===== src/rtl/x_scope_dump_pkg.sv =====
`default_nettype none
// ============================================================================
// Module      : x_scope_dump_pkg
// Description : Shared types and defaults for the scope readout controller.
// Revision    : 1.0 - initial release
// ============================================================================
package x_scope_dump_pkg;

  localparam int unsigned DEF_ADDR_W     = 11;
  localparam int unsigned DEF_DATA_W     = 32;
  localparam int unsigned DEF_CNT_W      = 12;
  localparam int unsigned DEF_RD_LAT     = 1;
  localparam int unsigned BYTES_PER_WORD = DEF_DATA_W / 8;

  typedef enum logic [2:0] {
    IDLE = 3'd0,
    READ = 3'd1,
    WAIT = 3'd2,
    SEND = 3'd3,
    CSUM = 3'd4,
    DONE = 3'd5
  } state_t;

  // Index width for a counter that must hold values 0..n-1 (never below 1 bit).
  function automatic int unsigned idx_width(input int unsigned n);
    return (n < 2) ? 1 : $clog2(n);
  endfunction

endpackage
`default_nettype wire


===== src/rtl/x_word_ser.sv =====
`default_nettype none
// ============================================================================
// Module      : x_word_ser
// Description : Loads one DATA_W word and emits it byte by byte, LSB first,
//               over a valid/accept handshake. Flags the final byte.
// Revision    : 1.0 - initial release
// ============================================================================
module x_word_ser
  import x_scope_dump_pkg::*;
#(
  parameter int unsigned DATA_W = DEF_DATA_W
) (
  input  logic              i_clk,
  input  logic              i_rst,
  input  logic              i_load,
  input  logic [DATA_W-1:0] i_word,
  input  logic              i_accept,
  output logic              o_valid,
  output logic [7:0]        o_data,
  output logic              o_last,
  output logic              o_xfer
);

  localparam int unsigned          BPW      = DATA_W / 8;
  localparam int unsigned          IDX_W    = idx_width(BPW);
  localparam logic [IDX_W-1:0]     LAST_IDX = IDX_W'(BPW - 1);

  logic [DATA_W-1:0] word_q, word_d;
  logic [IDX_W-1:0]  idx_q,  idx_d;
  logic              valid_q, valid_d;

  assign o_valid = valid_q;
  assign o_data  = word_q[7:0];
  assign o_last  = valid_q && (idx_q == LAST_IDX);
  // Accept only has meaning while a byte is actually on offer.
  assign o_xfer  = valid_q && i_accept;

  // Shift register advances one byte per accepted transfer; drops valid after the last.
  always_comb begin
    word_d  = word_q;
    idx_d   = idx_q;
    valid_d = valid_q;
    if (i_load) begin
      word_d  = i_word;
      idx_d   = '0;
      valid_d = 1'b1;
    end else if (o_xfer) begin
      if (idx_q == LAST_IDX) begin
        valid_d = 1'b0;
      end else begin
        word_d = word_q >> 8;
        idx_d  = idx_q + IDX_W'(1);
      end
    end
  end

  // State register; reset abandons any partially sent word.
  always_ff @(posedge i_clk or posedge i_rst) begin
    if (i_rst) begin
      word_q  <= '0;
      idx_q   <= '0;
      valid_q <= 1'b0;
    end else begin
      word_q  <= word_d;
      idx_q   <= idx_d;
      valid_q <= valid_d;
    end
  end

endmodule
`default_nettype wire


===== src/rtl/x_scope_dump.sv =====
`default_nettype none
// ============================================================================
// Module      : x_scope_dump
// Description : Autonomous readout of a window of scope capture RAM, streamed
//               byte-serially to a UART transmitter.
//               Optional macro X_SCOPE_DUMP_CSUM_EN appends an XOR checksum
//               byte after the last data byte of a non-empty dump.
// Revision    : 1.0 - initial release
// ============================================================================
module x_scope_dump
  import x_scope_dump_pkg::*;
#(
  parameter int unsigned ADDR_W = DEF_ADDR_W,
  parameter int unsigned DATA_W = DEF_DATA_W,
  parameter int unsigned CNT_W  = DEF_CNT_W,
  parameter int unsigned RD_LAT = DEF_RD_LAT
) (
  input  logic              i_clk,
  input  logic              i_rst,
  input  logic              i_start,
  input  logic [ADDR_W-1:0] i_base,
  input  logic [CNT_W-1:0]  i_count,
  input  logic              i_scope_busy,
  output logic              o_busy,
  output logic              o_done,
  output logic              o_ren,
  output logic [ADDR_W-1:0] o_raddr,
  input  logic [DATA_W-1:0] i_rdata,
  output logic [7:0]        o_tx_data,
  output logic              o_tx_valid,
  input  logic              i_tx_accept
);

  localparam int unsigned          LAT_W    = idx_width(RD_LAT);
  localparam logic [LAT_W-1:0]     LAT_LAST = LAT_W'(RD_LAT - 1);
  localparam longint unsigned      MAX_CNT  = longint'(1) << ADDR_W;

  state_t            state_q, state_d;
  logic [ADDR_W-1:0] addr_q,  addr_d;
  logic [CNT_W-1:0]  cnt_q,   cnt_d;
  logic [LAT_W-1:0]  lat_q,   lat_d;
`ifdef X_SCOPE_DUMP_CSUM_EN
  logic [7:0]        csum_q,  csum_d;
`endif

  logic              ser_load;
  logic              ser_valid;
  logic [7:0]        ser_data;
  logic              ser_last;
  logic              ser_xfer;

  x_word_ser #(
    .DATA_W (DATA_W)
  ) u_word_ser (
    .i_clk    (i_clk),
    .i_rst    (i_rst),
    .i_load   (ser_load),
    .i_word   (i_rdata),
    .i_accept (i_tx_accept),
    .o_valid  (ser_valid),
    .o_data   (ser_data),
    .o_last   (ser_last),
    .o_xfer   (ser_xfer)
  );

  // Sequencing: latch the window on start, then read/wait/send each word in turn.
  always_comb begin
    state_d  = state_q;
    addr_d   = addr_q;
    cnt_d    = cnt_q;
    lat_d    = lat_q;
    ser_load = 1'b0;
`ifdef X_SCOPE_DUMP_CSUM_EN
    csum_d   = csum_q;
`endif
    case (state_q)
      IDLE: begin
        if (i_start && !i_scope_busy) begin
          addr_d = i_base;
          // A window larger than the RAM would only re-read the same words.
          if (64'(i_count) > MAX_CNT) begin
            cnt_d = CNT_W'(MAX_CNT);
          end else begin
            cnt_d = i_count;
          end
          lat_d   = '0;
`ifdef X_SCOPE_DUMP_CSUM_EN
          csum_d  = '0;
`endif
          state_d = READ;
        end
      end
      READ: begin
        // An empty window passes through here without a read and finishes.
        if (cnt_q == '0) begin
          state_d = DONE;
        end else begin
          lat_d   = '0;
          state_d = WAIT;
        end
      end
      WAIT: begin
        if (lat_q == LAT_LAST) begin
          ser_load = 1'b1;
          state_d  = SEND;
        end else begin
          lat_d = lat_q + LAT_W'(1);
        end
      end
      SEND: begin
        if (ser_xfer) begin
`ifdef X_SCOPE_DUMP_CSUM_EN
          csum_d = csum_q ^ ser_data;
`endif
          if (ser_last) begin
            addr_d = addr_q + ADDR_W'(1);
            cnt_d  = cnt_q - CNT_W'(1);
            if (cnt_q != CNT_W'(1)) begin
              state_d = READ;
            end else begin
`ifdef X_SCOPE_DUMP_CSUM_EN
              state_d = CSUM;
`else
              state_d = DONE;
`endif
            end
          end
        end
      end
`ifdef X_SCOPE_DUMP_CSUM_EN
      CSUM: begin
        if (i_tx_accept) begin
          state_d = DONE;
        end
      end
`endif
      DONE: begin
        state_d = IDLE;
      end
      default: begin
        state_d = IDLE;
      end
    endcase
  end

  // State register; asynchronous reset aborts a dump without a completion pulse.
  always_ff @(posedge i_clk or posedge i_rst) begin
    if (i_rst) begin
      state_q <= IDLE;
      addr_q  <= '0;
      cnt_q   <= '0;
      lat_q   <= '0;
`ifdef X_SCOPE_DUMP_CSUM_EN
      csum_q  <= '0;
`endif
    end else begin
      state_q <= state_d;
      addr_q  <= addr_d;
      cnt_q   <= cnt_d;
      lat_q   <= lat_d;
`ifdef X_SCOPE_DUMP_CSUM_EN
      csum_q  <= csum_d;
`endif
    end
  end

  assign o_busy  = (state_q != IDLE) && (state_q != DONE);
  assign o_done  = (state_q == DONE);
  assign o_ren   = (state_q == READ) && (cnt_q != '0);
  assign o_raddr = addr_q;

`ifdef X_SCOPE_DUMP_CSUM_EN
  assign o_tx_valid = ser_valid || (state_q == CSUM);
  assign o_tx_data  = (state_q == CSUM) ? csum_q : ser_data;
`else
  assign o_tx_valid = ser_valid;
  assign o_tx_data  = ser_data;
`endif

endmodule
`default_nettype wire

===== config.mk =====
export PLATFORM = sky130hd
export DESIGN_NAME = x_scope_dump
export DESIGN_NICKNAME = d
export VERILOG_FILES = /design/src/rtl/x_scope_dump_pkg.sv /design/src/rtl/x_word_ser.sv /design/src/rtl/x_scope_dump.sv
export SDC_FILE = /design/constraint.sdc
export NUM_CORES = 1
export LEC_CHECK = 0
export ABC_AREA = 0
export BUFFER_PORTS_ARGS = -buffer_cell sky130_fd_sc_hd__buf_2
export CORE_UTILIZATION = 50
export CTS_BUF_LIST = sky130_fd_sc_hd__clkbuf_8 sky130_fd_sc_hd__clkbuf_16
export DETAILED_ROUTE_END_ITERATION = 16
export GPL_TIMING_DRIVEN = 0
export PLACE_DENSITY = 0.84
export REMOVE_ABC_BUFFERS = 1
export SLEW_MARGIN = 25
export SYNTH_ARGS = -nofsm -noshare
export SYNTH_HDL_FRONTEND = slang
export SYNTH_SLANG_ARGS = --single-unit

===== constraint.sdc =====
create_clock -name i_clk -period 3.8 [get_ports i_clk]
set_input_delay 0.38 -clock i_clk [delete_from_list [all_inputs] [get_ports i_clk]]
set_output_delay 0.38 -clock i_clk [all_outputs]
set_load 0.05 [all_outputs]

==> flow_metrics.py <==
metrics = {
    "power": {
        "powerDensity_mw_per_mm2": 321,
        "worst_ir_drop_vdd_mv": 0.252,
        "totalPowerFinal_mw": 1.26,
        "power.leakage_nw": 2.02,
    },
    "clock_tree": {
        "postCtsResizedCells": 0,
        "cts-hold-fix-buffers": 0,
        "post_cts.repair.setup_buffers": 0,
        "clockRootBuffer": "sky130_fd_sc_hd__clkbuf_8",
        "cts_max_level": 3,
        "clk-insertion-delay-late_ns": 0.33,
        "number_of_cts_inserted_buffers": 9,
        "tritoncts": "built",
        "clkSinkCount": 61,
        "worst_setup_hold_path_clk_slew_ns": 0.07,
        "clock_buffer_depth": 2,
    },
    "timing": {
        "slew_headroom_pct": 35.8,
        "slew_viol_final": 0,
        "setup_slack_ns": 1.44,
        "max_slew.worst_pin.slew_ns": 0.961,
        "hold_viol": 0,
        "layout_min_cycle_time_ns": 2.36,
        "maximum_clock_skew_at_final_layout_ns": 0.00638,
        "fmax_mhz": 424,
        "holdWs_ns": 0.0332,
        "fin_crit_sh_pct": 62.1,
        "rsz_0062_raised_after_global_routing": "false",
        "finalSetupViolCount": 0,
    },
    "die": {
        "die-width_um": 83.4,
        "die_area_mm2": 0.00696,
        "number_of_ports_placed_on_the_die_boundary": 83,
        "initial_utilization_pct": 51.9,
        "placement_rows": 29,
        "die_y_um": 83.4,
        "core_region_area_mm2": 0.00639,
    },
    "finish": {
        "design.final.nets": 478,
        "diodes": 0,
        "post_route_cells_drive_above_1_share_pct": 28.2,
        "area_growth_syn_to_layout_pct": 18.2,
        "filler_cell_count": 561,
    },
    "worst_setup_path": {
        "crit_path_max_fanout": 9,
        "crit_path_max_incr_delay_ns": 0.48,
        "crit_path_end_kind": "output pin",
        "timing.critical_path.slowest_stage_cell": "sky130_fd_sc_hd__nor4_1",
        "crit_path_leading_delay_family": "simple AND/OR/NAND/NOR gates",
        "timing.critical_path.required_ns": 3.42,
        "crit_path_cells": "nor4_1 -> and4_1 -> nand3b_1 -> nor2_1 -> buf_2",
        "arrival_ns": 1.98,
        "criticalPathCategory": "reg2out",
        "worstSetupStartpointType": "flop",
        "crit_path_buffers_inverters": 1,
    },
    "logic_synthesis": {
        "post_synth_inst_count": 346,
        "ys.flop_type": "sky130_fd_sc_hd__dfrtp_1",
        "warnings_from_yosys": 0,
        "synth-seq-area-share_pct": 46.1,
        "postSynthAreaPerCell_um2": 9.58,
        "synthDistinctLibCells": 52,
        "synth_most_common_cell": "sky130_fd_sc_hd__dfrtp_1",
        "synth_async_sr_flop_share_pct": 100,
        "syn_area_mm2": 0.00331,
        "post-synth-top-area-fraction_pct": 46.1,
        "synth-seq-cells": 61,
        "synth_common_cells": "sky130_fd_sc_hd__dfrtp_1, sky130_fd_sc_hd__nand2_1, sky130_fd_sc_hd__o21ai_0, sky130_fd_sc_hd__mux2i_1, sky130_fd_sc_hd__a21oi_1",
        "netlist_top_cells_area": "sky130_fd_sc_hd__dfrtp_1, sky130_fd_sc_hd__mux2i_1, sky130_fd_sc_hd__o21ai_0",
        "synth.largest_area_cell": "sky130_fd_sc_hd__dfrtp_1",
        "number_of_flops_mapped_to_enable_cells_by_yosys": 0,
    },
    "place": {
        "gp_congestion": 0.821,
        "detailed_place_hpwl_mm": 5.20,
        "portBuffers": 82,
        "dpl_worst_slack_ns": 1.51,
    },
    "job": {
        "max_cap_violations": 0,
    },
    "detailed_routing": {
        "drt.antenna.violating_nets": 0,
        "wirelength_mm": 7.50,
        "vias": 2861,
        "count_of_unresolved_drc_violations_after_routing": 0,
        "drtPass1Iterations": 4,
        "routed_wire_length_per_instance_um": 15.1,
        "vias_per_cell": 5.78,
        "initialDrtViolationCount": 161,
    },
    "status": {
        "status": "complete, no violations",
    },
    "global_routing": {
        "grt_pass1_wl_mm": 12.8,
        "grt_pass1_vias": 2778,
        "antenna_found_initial": 0,
        "grt_max_degree": 35,
        "grtUsageTotal_pct": 22.8,
        "grt_remaining_overflow": 0,
    },
    "hold_path": {
        "min_path_type": "in2async",
    },
}
cell usage in the layout (no fill, tap or decap), types with 3 or more instances in the layout:
cell type,instances
sky130_fd_sc_hd__o31ai_1,3
sky130_fd_sc_hd__nand2_1,47
sky130_fd_sc_hd__o22ai_1,5
sky130_fd_sc_hd__nand4_1,5
sky130_fd_sc_hd__mux2i_1,27
sky130_fd_sc_hd__buf_2,82
sky130_fd_sc_hd__o21ai_1,3
sky130_fd_sc_hd__inv_1,7
sky130_fd_sc_hd__a2bb2oi_2,3
sky130_fd_sc_hd__nor4_1,5
sky130_fd_sc_hd__nand3b_1,4
sky130_fd_sc_hd__a211oi_1,3
sky130_fd_sc_hd__nor3b_1,3
sky130_fd_sc_hd__nand3_1,4
sky130_fd_sc_hd__nor3_1,6
sky130_fd_sc_hd__a22o_1,9
sky130_fd_sc_hd__clkbuf_8,11
sky130_fd_sc_hd__dfrtp_1,61
sky130_fd_sc_hd__o21ai_0,38
sky130_fd_sc_hd__a21oi_2,3
sky130_fd_sc_hd__nor2_1,16
sky130_fd_sc_hd__ha_1,5
sky130_fd_sc_hd__a21oi_1,22
sky130_fd_sc_hd__clkinv_2,3
worst paths after layout:
path                                       start               endpoint  slack (ns)  cells past startpoint
min in group i_clk                    i_rdata[4]   u_word_ser.word_q[4]        0.25                      3
min reg2reg                u_word_ser.word_q[31]  u_word_ser.word_q[31]        0.51                      1
max                                     cnt_q[4]                  o_ren        1.44                      5
max in group asynchronous                  i_rst    u_word_ser.idx_q[0]        3.26                      3
min                                        i_rst   u_word_ser.word_q[1]        0.03                      2
max reg2reg                           state_q[0]               cnt_q[7]        1.48                      4
cells by family (layout without fill, tap and decap cells):
family | after synthesis | after routing | share of synthesized area, %
flip-flops | 61 | 61 | 46.1
multiplexers | 27 | 27 | 8.16
adder cells (fa/ha/maj) | 5 | 5 | 1.89
buffers and inverters | 38 | 110 | 6.16
AO/OA/AOI/OAI | 109 | 109 | 21.7
XOR/XNOR | 2 | 2 | 0.529
AND/OR/NAND/NOR | 104 | 104 | 15.5
power breakdown:
group          leakage (nW)  internal [mW]  switching [mW]
Clock                0.0963          0.266           0.246
Combinational          1.10         0.0368          0.0452
Sequential            0.824          0.655         0.00865
Total                  2.02          0.958           0.300
sequential cells by signal (all words and copies together) (netlist names):
| register | flops |
|---|---|
| u_word_ser.word_q | 32 |
| cnt_q | 12 |
| state_q | 3 |
| u_word_ser.o_valid | 1 |
| u_word_ser.idx_q | 2 |
| o_raddr | 11 |
routing by layer:
metal	share of wire, %	GRT usage [%]	wire length [µm]
met4	1.2	9.56	87
met5	0	0	0
met3	6.4	4.37	483
met1	43	29.4	3250
met2	49	37.8	3670
layout make-up:
class	count	area (µm²)	area share (%)
inverters	7	28.8	0.735
clock inverters	5	26.3	0.671
repair buffers	87	495	12.7
clock buffers	11	151	3.87
well taps	77	96.3	2.46
multi-input cells	247	1590	40.6
flip-flops and latches	61	1530	39.0
stage by stage:
stage,setup TNS [ns],util [%],cells,cell area (µm²)
global route,0,61.3,495,3920
detailed placement,0,58.4,478,3730
global placement,-2.25,57.0,474,3640
floorplan,0,-,315,3140
CTS,0,61.1,494,3910
finish,0,61.3,495,3920
No activity file was read; power rests on OpenSTA's default activity.
